==> src/rtl/lns_mul_stage_pkg.sv <==
// Shared LNS word definitions: sign + two's-complement log2 field, zero code and saturation limit.
package lns_mul_stage_pkg;

  localparam int LNS_WIDTH     = 12;
  localparam int LNS_FRAC_BITS = 7;

  localparam logic [LNS_WIDTH-2:0] LNS_ZERO_CODE = 11'h400;
  localparam logic [LNS_WIDTH-2:0] LNS_LOG_MAX   = 11'h3FF;

  typedef struct packed {
    logic                 sign;
    logic [LNS_WIDTH-2:0] log;
  } lns_t;

  // Zero code is the most negative log value: only bit (width-2) set.
  function automatic logic is_zero(input logic [31:0] log_field, input int width);
    return log_field == (32'd1 << (width - 2));
  endfunction

endpackage

==> src/rtl/lns_mul_stage_if.sv <==
// Operand/result handshake bundle for the LNS multiply stage.
interface lns_mul_stage_if #(
  parameter int WIDTH = 12
);
  logic             in_valid;
  logic             in_ready;
  logic [WIDTH-1:0] in_a;
  logic [WIDTH-1:0] in_b;
  logic [WIDTH-1:0] in_c;
  logic             out_valid;
  logic             out_ready;
  logic [WIDTH-1:0] out_p;
  logic [WIDTH-1:0] out_c;

  modport master (
    output in_valid, in_a, in_b, in_c, out_ready,
    input  in_ready, out_valid, out_p, out_c
  );

  modport slave (
    input  in_valid, in_a, in_b, in_c, out_ready,
    output in_ready, out_valid, out_p, out_c
  );
endinterface

==> src/rtl/lns_log_mul.sv <==
// Combinational LNS multiply: sign XOR plus saturating log add with underflow to the zero code.
module lns_log_mul
  import lns_mul_stage_pkg::*;
#(
  parameter int WIDTH = LNS_WIDTH
) (
  input  logic [WIDTH-1:0] a,
  input  logic [WIDTH-1:0] b,
  input  logic             za,
  input  logic             zb,
  output logic [WIDTH-1:0] p,
  output logic             ovf,
  output logic             unf
);

  localparam logic [WIDTH-2:0] ZERO_CODE = {1'b1, {(WIDTH-2){1'b0}}};
  localparam logic [WIDTH-2:0] LOG_MAX   = {1'b0, {(WIDTH-2){1'b1}}};
  localparam logic signed [WIDTH-1:0] SUM_HI = signed'({2'b00, {(WIDTH-2){1'b1}}});
  localparam logic signed [WIDTH-1:0] SUM_LO = signed'({2'b11, {(WIDTH-2){1'b0}}});

  logic signed [WIDTH-1:0] sum;
  logic                    sign;

  assign sum  = signed'({a[WIDTH-2], a[WIDTH-2:0]}) + signed'({b[WIDTH-2], b[WIDTH-2:0]});
  assign sign = a[WIDTH-1] ^ b[WIDTH-1];

  always_comb begin
    p   = {sign, sum[WIDTH-2:0]};
    ovf = 1'b0;
    unf = 1'b0;
    if (za || zb) begin
      p = {1'b0, ZERO_CODE};
    end else if (sum > SUM_HI) begin
      p   = {sign, LOG_MAX};
      ovf = 1'b1;
    end else if (sum <= SUM_LO) begin
      p   = {1'b0, ZERO_CODE};
      unf = 1'b1;
    end
  end

endmodule

==> src/rtl/lns_mul_stage.sv <==
// Two-stage pipelined LNS multiply front-end feeding the LNS adder (p = a*b, c delay-matched).
// Optional sticky overflow/underflow flags are built when LNS_MUL_FLAGS_EN is defined.
module lns_mul_stage
  import lns_mul_stage_pkg::*;
#(
  parameter int WIDTH     = LNS_WIDTH,
  parameter int FRAC_BITS = LNS_FRAC_BITS
) (
  input  logic clk,
  input  logic rst,
`ifdef LNS_MUL_FLAGS_EN
  input  logic flag_clr,
  output logic flag_ovf,
  output logic flag_unf,
`endif
  lns_mul_stage_if.slave bus
);

  if (WIDTH < 4 || FRAC_BITS > WIDTH - 2) begin : g_param_check
    $error("lns_mul_stage: unsupported WIDTH/FRAC_BITS combination");
  end

  logic             s1_v, s2_v;
  logic             s1_load, s2_load, out_fire;
  logic [WIDTH-1:0] s1_a, s1_b, s1_c;
  logic             s1_za, s1_zb;
  logic [WIDTH-1:0] s2_p, s2_c;
  logic [WIDTH-1:0] prod;
  logic             prod_ovf, prod_unf;

  // Each stage refills whenever its own contents leave, giving one transfer per cycle.
  assign s2_load      = !s2_v || bus.out_ready;
  assign s1_load      = !s1_v || s2_load;
  assign out_fire     = s2_v && bus.out_ready;
  assign bus.in_ready = s1_load;

  always_ff @(posedge clk) begin
    if (rst) begin
      s1_v  <= 1'b0;
      s1_a  <= '0;
      s1_b  <= '0;
      s1_c  <= '0;
      s1_za <= 1'b0;
      s1_zb <= 1'b0;
    end else if (s1_load) begin
      s1_v <= bus.in_valid;
      if (bus.in_valid) begin
        s1_a  <= bus.in_a;
        s1_b  <= bus.in_b;
        s1_c  <= bus.in_c;
        s1_za <= is_zero(32'(bus.in_a[WIDTH-2:0]), WIDTH);
        s1_zb <= is_zero(32'(bus.in_b[WIDTH-2:0]), WIDTH);
      end
    end
  end

  lns_log_mul #(.WIDTH(WIDTH)) u_log_mul (
    .a   (s1_a),
    .b   (s1_b),
    .za  (s1_za),
    .zb  (s1_zb),
    .p   (prod),
    .ovf (prod_ovf),
    .unf (prod_unf)
  );

  always_ff @(posedge clk) begin
    if (rst) begin
      s2_v <= 1'b0;
      s2_p <= '0;
      s2_c <= '0;
    end else if (s2_load) begin
      s2_v <= s1_v;
      if (s1_v) begin
        s2_p <= prod;
        s2_c <= s1_c;
      end
    end
  end

  assign bus.out_valid = s2_v;
  assign bus.out_p     = s2_p;
  assign bus.out_c     = s2_c;

`ifdef LNS_MUL_FLAGS_EN
  logic s2_ovf, s2_unf;

  always_ff @(posedge clk) begin
    if (rst) begin
      s2_ovf <= 1'b0;
      s2_unf <= 1'b0;
    end else if (s2_load && s1_v) begin
      s2_ovf <= prod_ovf;
      s2_unf <= prod_unf;
    end
  end

  // A path flag only counts once its product is actually handed downstream; set beats clear.
  always_ff @(posedge clk) begin
    if (rst) begin
      flag_ovf <= 1'b0;
      flag_unf <= 1'b0;
    end else begin
      if (out_fire && s2_ovf)  flag_ovf <= 1'b1;
      else if (flag_clr)       flag_ovf <= 1'b0;
      if (out_fire && s2_unf)  flag_unf <= 1'b1;
      else if (flag_clr)       flag_unf <= 1'b0;
    end
  end
`else
  logic unused_path_flags;
  assign unused_path_flags = prod_ovf | prod_unf | out_fire;
`endif

endmodule
==> src/flat_wrapper.sv <==
// flat-port wrapper written by rule: the top's interface ports become plain ports
module lns_mul_stage_flat import lns_mul_stage_pkg::*;
#(
  parameter int WIDTH     = LNS_WIDTH,
  parameter int FRAC_BITS = LNS_FRAC_BITS
)
  (clk, rst, bus_in_valid, bus_in_a, bus_in_b, bus_in_c, bus_out_ready, bus_in_ready, bus_out_valid, bus_out_p, bus_out_c);
  lns_mul_stage_if #(.WIDTH(WIDTH)) bus_i ();
  input  logic clk;
  input  logic rst;
  input wire logic [$bits(bus_i.in_valid)-1:0] bus_in_valid;
  input wire logic [$bits(bus_i.in_a)-1:0] bus_in_a;
  input wire logic [$bits(bus_i.in_b)-1:0] bus_in_b;
  input wire logic [$bits(bus_i.in_c)-1:0] bus_in_c;
  input wire logic [$bits(bus_i.out_ready)-1:0] bus_out_ready;
  output wire logic [$bits(bus_i.in_ready)-1:0] bus_in_ready;
  output wire logic [$bits(bus_i.out_valid)-1:0] bus_out_valid;
  output wire logic [$bits(bus_i.out_p)-1:0] bus_out_p;
  output wire logic [$bits(bus_i.out_c)-1:0] bus_out_c;
  assign bus_i.in_valid = bus_in_valid;
  assign bus_i.in_a = bus_in_a;
  assign bus_i.in_b = bus_in_b;
  assign bus_i.in_c = bus_in_c;
  assign bus_i.out_ready = bus_out_ready;
  assign bus_in_ready = bus_i.in_ready;
  assign bus_out_valid = bus_i.out_valid;
  assign bus_out_p = bus_i.out_p;
  assign bus_out_c = bus_i.out_c;
  lns_mul_stage #(.WIDTH(WIDTH), .FRAC_BITS(FRAC_BITS)) u_core (.clk(clk), .rst(rst), .bus(bus_i));
endmodule
==> config.mk <==
export PLATFORM = sky130hd
export DESIGN_NAME = lns_mul_stage_flat
export DESIGN_NICKNAME = d
export VERILOG_FILES = /design/src/rtl/lns_mul_stage_pkg.sv /design/src/rtl/lns_mul_stage_if.sv /design/src/rtl/lns_log_mul.sv /design/src/rtl/lns_mul_stage.sv /design/src/flat_wrapper.sv
export SDC_FILE = /design/constraint.sdc
export NUM_CORES = 1
export LEC_CHECK = 0
export CORE_UTILIZATION = 50
export CTS_BUF_LIST = sky130_fd_sc_hd__clkbuf_4
export CTS_CLUSTER_SIZE = 8
export DETAILED_ROUTE_END_ITERATION = 8
export DONT_BUFFER_PORTS = 1
export SETUP_SLACK_MARGIN = 0.3
export SLEW_MARGIN = 20
export SYNTH_ARGS = -nofsm -noshare
export SYNTH_HDL_FRONTEND = slang
export SYNTH_HIERARCHICAL = 1
export SYNTH_SLANG_ARGS = --single-unit
==> constraint.sdc <==
create_clock -name clk -period 2.6 [get_ports clk]
set_input_delay 0.52 -clock clk [delete_from_list [all_inputs] [get_ports clk]]
set_output_delay 0.52 -clock clk [all_outputs]
set_load 0.005 [all_outputs]
**Yosys cells after proc, flatten, opt, wreduce, memory -nomap -nowiden**

Cells that the tools add are included.

- Input bits: 40
- Register bits: 64

- Bitwise gates (word level): 1
- Add/subtract/negate cells: 1
- Equality and inequality tests: 2
- Order comparisons: 2
- Reductions and logical operators: 7
- Multiplexer cells: 3

Operators by type and width:

| operator | count |
|---|---|
| 2-to-1 mux 12 bit | 3 |
| == test 11 bit, second input constant | 2 |
| adder 11 x 11 -> 12 bit | 1 |
| > comparator 12 x 11 -> 1 bit, second input constant | 1 |
| <= comparator 12 x 11 -> 1 bit, second input constant | 1 |
| AND reduction 2 bit | 2 |
| logical OR 1 bit | 3 |
| logical NOT 1 bit | 2 |
| XOR 1 bit | 1 |

**Longest topological paths before layout**

Gate-level depths: netlist (run 1).

- Word-level depth: 5
- Gate-level depth with buffers: 12
- Gate-level depth less buffers: 11

**Cells and area by module**

The synthesis (run 1) kept the hierarchy.

Modules (own cells, without submodules):

| module | instances | sequential area each (um2) | cells each | area an instance (um2) |
|---|---|---|---|---|
| lns_mul_stage | 1 | 1281.2 | 299 | 2474.9 |
| lns_log_mul | 1 | 0.0 | 114 | 778.2 |

**Worst setup path after synthesis (run 1)**

OpenSTA, ideal clock, no wires.

- Path type: register to register
- Start point: register u_core.s1_a[0]
- End point: register u_core.s2_p[2], in the netlist u_core/bus.out_p[2]
- Setup slack: 0.255 ns
- Clock period less this slack: 2.345 ns
- Required time: 2.468 ns
- Data arrival time: 2.213 ns
- Cell stages (with the launch flop): 13
- Cells stage by stage: dfxtp_1 ha_1 inv_1 fa_1 or2b_1 a211oi_1 nand4bb_1 nand3_1 nand3_1 buf_2 o21ai_0 nand3_1 a21oi_1

- Longest elaborated chain between the ends: 5
- Elaborated cells on any way between the ends: 6

Ends and longest elaborated chain:

| item | RTL line | text |
|---|---|---|
| start: declaration | lns_mul_stage.sv:25 | `logic [WIDTH-1:0] s1_a, s1_b, s1_c;` |
| start signal: assignment | lns_mul_stage.sv:48 | `s1_a <= bus.in_a;` |
| adder 11 x 11 -> 12 bit (*) | lns_log_mul.sv:24 | `assign sum = signed'({a[WIDTH-2], a[WIDTH-2:0]}) + signed'({b[WIDTH-2], b[WIDTH-2:0]});` |
| <= comparator 12 x 11 -> 1 bit | lns_log_mul.sv:36 | `end else if (sum <= SUM_LO) begin` |
| 2-to-1 mux 12 bit | lns_log_mul.sv:36 |  |
| 2-to-1 mux 12 bit (*) | lns_log_mul.sv:33 | `end else if (sum > SUM_HI) begin` |
| 2-to-1 mux 12 bit (*) | lns_log_mul.sv:31 | `if (za \|\| zb) begin` |
| net u_core.prod[2] | lns_mul_stage.sv:28 | `logic [WIDTH-1:0] prod;` |
| end signal: assignment | lns_mul_stage.sv:75 | `s2_p <= prod;` |
| end: declaration | lns_mul_stage.sv:27 | `logic [WIDTH-1:0] s2_p, s2_c;` |

The timed path passes the listed nets; every way through them passes the cells marked *.
A chain may end at the register's enable or synchronous reset.

**Final worst setup path (run 1)**

- Start point: register u_core.s1_a[0]
- End point: register u_core.s2_p[11], in the netlist u_core/bus.out_p[11]

Same word-level chain as after synthesis.

==> metrics.csv, run 1 <==
stage;metric;value;unit
sta;fin_skew;0.01148;ns
clock_network;clock_sinks;64;
power;ir_drop;0.3860;mV
final_layout;num-fill-cells;603;
sta;rsz0062_at_grt;true;
floorplan;dieArea;6784;um^2
sta;drv_slew;0;
global_route;overflow;0;
routing;ant_nets;0;
routing;drt_iter0_drc;225;
power;power_density;642.4;nW/um^2
logic_synthesis;synth_area;3229;um^2
clock_network;clock_path_buffers;2;
floorplan;row_count;28;
final_layout;antennaDiodeCount;0;
clock_network;tritoncts;yes;
global_route;grt_pass1_vias;2689;
final_layout;seqCellArea;1285;um^2
logic_synthesis;avgSynthCellArea;7.896;um^2
sta;tightest_slew;0.7673;ns
worst_setup_path;critical_path_required;2.94;ns
global_route;grt_max_degree;66;
logic_synthesis;syn_nets;461;
worst_setup_path;path_buf_inv;1;
placed_design;io_buffers;0;
min_path;holdCritPathClass;input pin to register;
sta;finalSetupViolCount;0;
placed_design;gp_congestion;0.8796;
global_route;grt_pass1_wl;13.42;mm
worst_setup_path;worstPathCellList;ha_4, inv_2, fa_2, or2b_1, a211oi_2, o21ai_1, nand3_4, o211ai_1, a31oi_1, nand3_1, a21oi_1;
final_layout;final_common_cell;a21oi_1;
outcome;outcome;completed;
routing;wl_per_cell;18.30;um
worst_setup_path;arrival;2.75;ns
routing;drt_pass1_iterations;5;
clock_network;clk_pin_slew_worst_paths;0.12;ns
routing;drc;0;
worst_setup_path;start_kind;register;
placed_design;pre_cts_ws;0.1146;ns
sta;slew-limit-headroom;48.66;%
routing;vias_per_cell;6.385;
worst_setup_path;end_kind;register;
logic_synthesis;synth-warning-count;6;
job;max-cap-violations;0;
final_layout;final_nets;447;
clock_network;ctsHoldBuffers;0;
clock_network;clk_latency;0.40;ns
worst_setup_path;crit_family;compound AO/OA/AOI/OAI gates;
sta;finalHoldViolCount;0;
sta;setup_ws;0.1865;ns
final_layout;drive_above_1_share;13.00;%
clock_network;cts_root_buf;clkbuf_4;
final_layout;multiInputGateArea;1846;um^2
floorplan;io_pins;66;
worst_setup_path;critPathMaxStageDelay;0.37;ns
floorplan;fp.dieH;82.37;um
global_route;gr-usage-all-layers;26.90;%
floorplan;die_w;82.37;um
power;leakagePower;1.249;nW
logic_synthesis;syn_inst;409;
sta;finalCritPeriodShare;92.83;%
clock_network;cts_buffers;9;
routing;vias;3033;
final_layout;layout_common_cells;a21oi_1, nand3_1, o21ai_0, dfxtp_1;
floorplan;coreArea;6061;um^2
sta;period_minus_slack;2.414;ns
floorplan;start_util;53.28;%
sta;max_freq;0.4143;GHz
final_layout;synthToLayoutAreaGrowth;9.299;%
sta;fin_tns_setup;0;ns
global_route;antenna_found_initial;0;
worst_setup_path;path_class;register to register;
routing;wl;8.691;mm
clock_network;htreeDepth;3;
placed_design;dp_hpwl;5.679;mm
worst_setup_path;critPathSlowestCell;fa_2;
worst_setup_path;path_max_fanout;4;
[power breakdown]
part	total (mW)	leakage, nW	internal (mW)	switching (mW)
clock	0.871	0.0902	0.487	0.385
sequential	1.06	0.525	1.03	0.0319
combinational	0.333	0.633	0.134	0.199
total	2.27	1.25	1.65	0.615
[routing by layer]
metal / vias to the layer above / global-route usage [%] / wire length [um]
li1: 1470 / - / -
met1: 1448 / 39.09 / 4146
met2: 105 / 36.61 / 3863
met3: 10 / 8.132 / 556
met4: 0 / 10.35 / 124
met5: - / 0 / 0
[path summary, 6_finish.rpt]
path                   from              endpoint  slack (ns)  cells after the start
min reg2reg  u_core/s1_c[5]   u_core/bus.out_c[5]        0.48                      2
max reg2reg  u_core/s1_a[0]  u_core/bus.out_p[11]        0.19                     11
max          u_core/s1_a[0]  u_core/bus.out_p[11]        0.19                     11
min                     rst        u_core/s1_c[8]        0.18                      1
[what timing repair did]
item,in CTS,in global routing
resized for setup,16,19
pin swaps,14,15
endpoints found under the hold margin,0,0
buffers inserted,2,1
endpoints found under the setup margin,11,11
[sequential cells by signal, indices dropped and copies added, names as in the netlist]
signal,cells
u_core/s1_zb,1
u_core/s1_za,1
u_core/s1_b,12
u_core/bus.out_valid,1
u_core/s1_c,12
u_core/s1_a,12
u_core/bus.out_p,12
u_core/bus.out_c,12
u_core/s1_v,1
[through the flow]
step	std cells	utilization (%)	hold slack, ns	instance area [um^2]	power [mW]
2_1_floorplan	409	-	0.4403	3232	1.318
3_3_place_gp	456	52.99	0.4564	3212	1.360
3_5_place_dp	456	52.99	0.4637	3212	1.361
4_1_cts	474	56.96	0.1387	3452	2.240
5_1_grt	475	58.24	0.1225	3530	2.372
6_report	475	58.24	0.1787	3530	2.268
[area by class of cell]
type / count / area share (%)
Clock buffer: 9 / 1.914
Multi-Input combinational cell: 300 / 52.29
Tap cell: 75 / 2.659
Timing Repair Buffer: 11 / 2.446
Clock inverter: 7 / 3.332
Sequential cell: 64 / 36.41
Inverter: 9 / 0.9571
Note: power is estimated with default switching activity, not from simulation.
==> run 2, diff against run 1 <==
--- a/config.mk
+++ b/config.mk
@@ -10,6 +10,7 @@
 export CTS_CLUSTER_SIZE = 8
 export DETAILED_ROUTE_END_ITERATION = 8
 export DONT_BUFFER_PORTS = 1
+export GPL_TIMING_DRIVEN = 0
 export SETUP_SLACK_MARGIN = 0.3
 export SLEW_MARGIN = 20
 export SYNTH_ARGS = -nofsm -noshare
==> run 2 against run 1 <==
  * First-iteration DRC count is 51% lower
  * Clock skew increased by 0.0010 ns
  * Hold slack better by 0.074 ns
==> metrics.csv, run 2 (synthesis results as in run 1) <==
stage;metric;value;unit
power;netSwitchingPower;0.6604;mW
floorplan;die_w;82.37;um
worst_setup_path;path_class;register to register;
sta;drv_slew;0;
sta;tightest_slew;0.6927;ns
routing;wl;9.025;mm
worst_setup_path;start_kind;register;
clock_network;clk_latency;0.41;ns
sta;period_minus_slack;2.421;ns
worst_setup_path;arrival;2.70;ns
min_path;hp-start;bus_in_c[11];
power;power;2.337;mW
worst_setup_path;critPathMaxStageDelay;0.38;ns
clock_network;cts_buffers;9;
worst_setup_path;path_buf_inv;1;
sta;finalHoldViolCount;0;
min_path;holdPathStages;2;
floorplan;io_pins;66;
worst_setup_path;r2r_end;u_core/bus.out_p[0];
final_layout;layout_common_cells;a21oi_1, nand3_1, o21ai_0, dfxtp_1, clkbuf_1;
routing;drt_iter0_drc;111;
worst_setup_path;critPathSlowestCell;dfxtp_4;
worst_setup_path;r2r-start;u_core/s1_b[0];
power;power_density;626.7;nW/um^2
min_path;holdCritPathClass;input pin to register;
floorplan;fp.dieH;82.37;um
final_layout;final_common_cell;a21oi_1;
power;p_seq_share;45.6;%
global_route;gr-usage-all-layers;27.41;%
power;p_clk_share;37.4;%
placed_design;io_buffers;0;
worst_setup_path;worstRegToRegCells;11;
final_layout;drive_above_1_share;16.71;%
power;combPwrFrac;17.0;%
sta;finalCritPeriodShare;93.13;%
global_route;grt_max_degree;13;
sta;rsz0062_at_grt;true;
final_layout;antennaDiodeCount;0;
clock_network;clock_sinks;64;
clock_network;clock_path_buffers;2;
placed_design;gp_congestion;0.8307;
floorplan;start_util;53.28;%
routing;vias_per_cell;6.091;
routing;ant_nets;0;
global_route;grt_pass1_wl;13.59;mm
floorplan;coreArea;6061;um^2
sta;fin_skew;0.01252;ns
sta;finalSetupViolCount;0;
floorplan;row_count;28;
global_route;grt_pass1_vias;2756;
sta;fin_tns_setup;0;ns
routing;drt_pass1_iterations;6;
clock_network;cts_root_buf;clkbuf_4;
clock_network;htreeDepth;3;
global_route;antenna_found_initial;0;
worst_setup_path;crit_family;compound AO/OA/AOI/OAI gates;
power;internal_power;1.676;mW
power;switching_share;28.26;%
worst_setup_path;worstPathCellList;ha_4, inv_2, fa_2, or2b_1, a211oi_2, nand4bb_1, nand3_4, o21ai_4, o21ai_2, nand3_1, a21oi_1;
worst_setup_path;critical_path_required;2.88;ns
clock_network;tritoncts;yes;
global_route;overflow;0;
routing;wl_per_cell;17.84;um
worst_setup_path;end_kind;register;
worst_setup_path;path_max_fanout;7;
sta;max_freq;0.4130;GHz
power;leakagePower;1.321;nW
routing;vias;3082;
clock_network;ctsHoldBuffers;0;
worst_setup_path;rrSetupSlack;0.18;ns
final_layout;final_nets;478;
final_layout;num-fill-cells;608;
min_path;whs_endpoint;u_core/s1_c[11];
routing;drc;0;
power;ir_drop;0.3958;mV
sta;slew-limit-headroom;53.65;%
floorplan;dieArea;6784;um^2
clock_network;clk_pin_slew_worst_paths;0.11;ns
placed_design;dp_hpwl;6.512;mm
outcome;outcome;completed;
final_layout;synthToLayoutAreaGrowth;15.46;%
job;max-cap-violations;0;
==> run 2: cell count changes in the layout (fill, tap and decap cells not counted), sizes merged <==
cell and delta:
clkbuf +22, buf +9
==> run 2: power by group through the flow <==
stage	combinational, mW	clock (mW)	sequential, mW
2_1_floorplan	0.243	0	1.07
3_3_place_gp	0.308	0	1.09
3_5_place_dp	0.312	0	1.09
4_1_cts	0.349	0.891	1.07
5_1_grt	0.438	0.930	1.07
6_report	0.398	0.873	1.07
==> run 2: per-stage QoR <==
stage                     std cells  hold WS [ns]  setup slack, ns  area [um^2]  util (%)
after detailed placement        484        0.4710         -0.04438         3326     54.87
after floorplan                 409        0.4403           0.3620         3232         -
after global placement          484        0.4641         -0.01992         3326     54.87
after CTS                       504        0.2230           0.1666         3600     59.39
after global routing            506        0.2306           0.1108         3729     61.52
final                           506        0.2525           0.1786         3729     61.52
==> run 2: layer usage <==
layer	up-vias	wire length, um	track usage (%)
met2	93	4178	42.48
met4	0	75	5.789
met1	1450	4159	36.53
li1	1532	-	-
met3	7	611	9.670
met5	-	0	0
==> run 2: worst max path at each step <==
stage	start	end	slack [ns]	cells after the start
floorplan	u_core/s1_a[0]	u_core/bus.out_p[2]	0.36	12
global placement	u_core/s1_b[0]	u_core/bus.out_p[3]	-0.02	12
global route	u_core/s1_b[0]	u_core/bus.out_p[0]	0.11	11
finish	u_core/s1_b[0]	u_core/bus.out_p[0]	0.18	11
detailed placement	u_core/s1_b[0]	u_core/bus.out_p[3]	-0.04	12
CTS	u_core/s1_b[0]	u_core/bus.out_p[6]	0.17	11
==> run 2: final cells by class <==
| cell class | instances | area, um^2 | share of cell area (%) |
|---|---|---|---|
| buffer | 36 | 181.4 | 4.866 |
| clock buffer | 9 | 67.56 | 1.812 |
| clock inverter | 7 | 117.6 | 3.154 |
| inverter | 9 | 33.78 | 0.9060 |
| multi-input combinational | 300 | 1898 | 50.91 |
| sequential | 64 | 1287 | 34.53 |
| tap | 75 | 93.84 | 2.517 |
| timing repair buffer | 6 | 48.80 | 1.309 |
==> run 2: what timing repair did <==
item	4_1_cts	5_1_grt
setup buffers	3	2
cloned	1	0
setup endpoints to repair	11	11
pin swaps	10	14
gates resized for setup	27	26
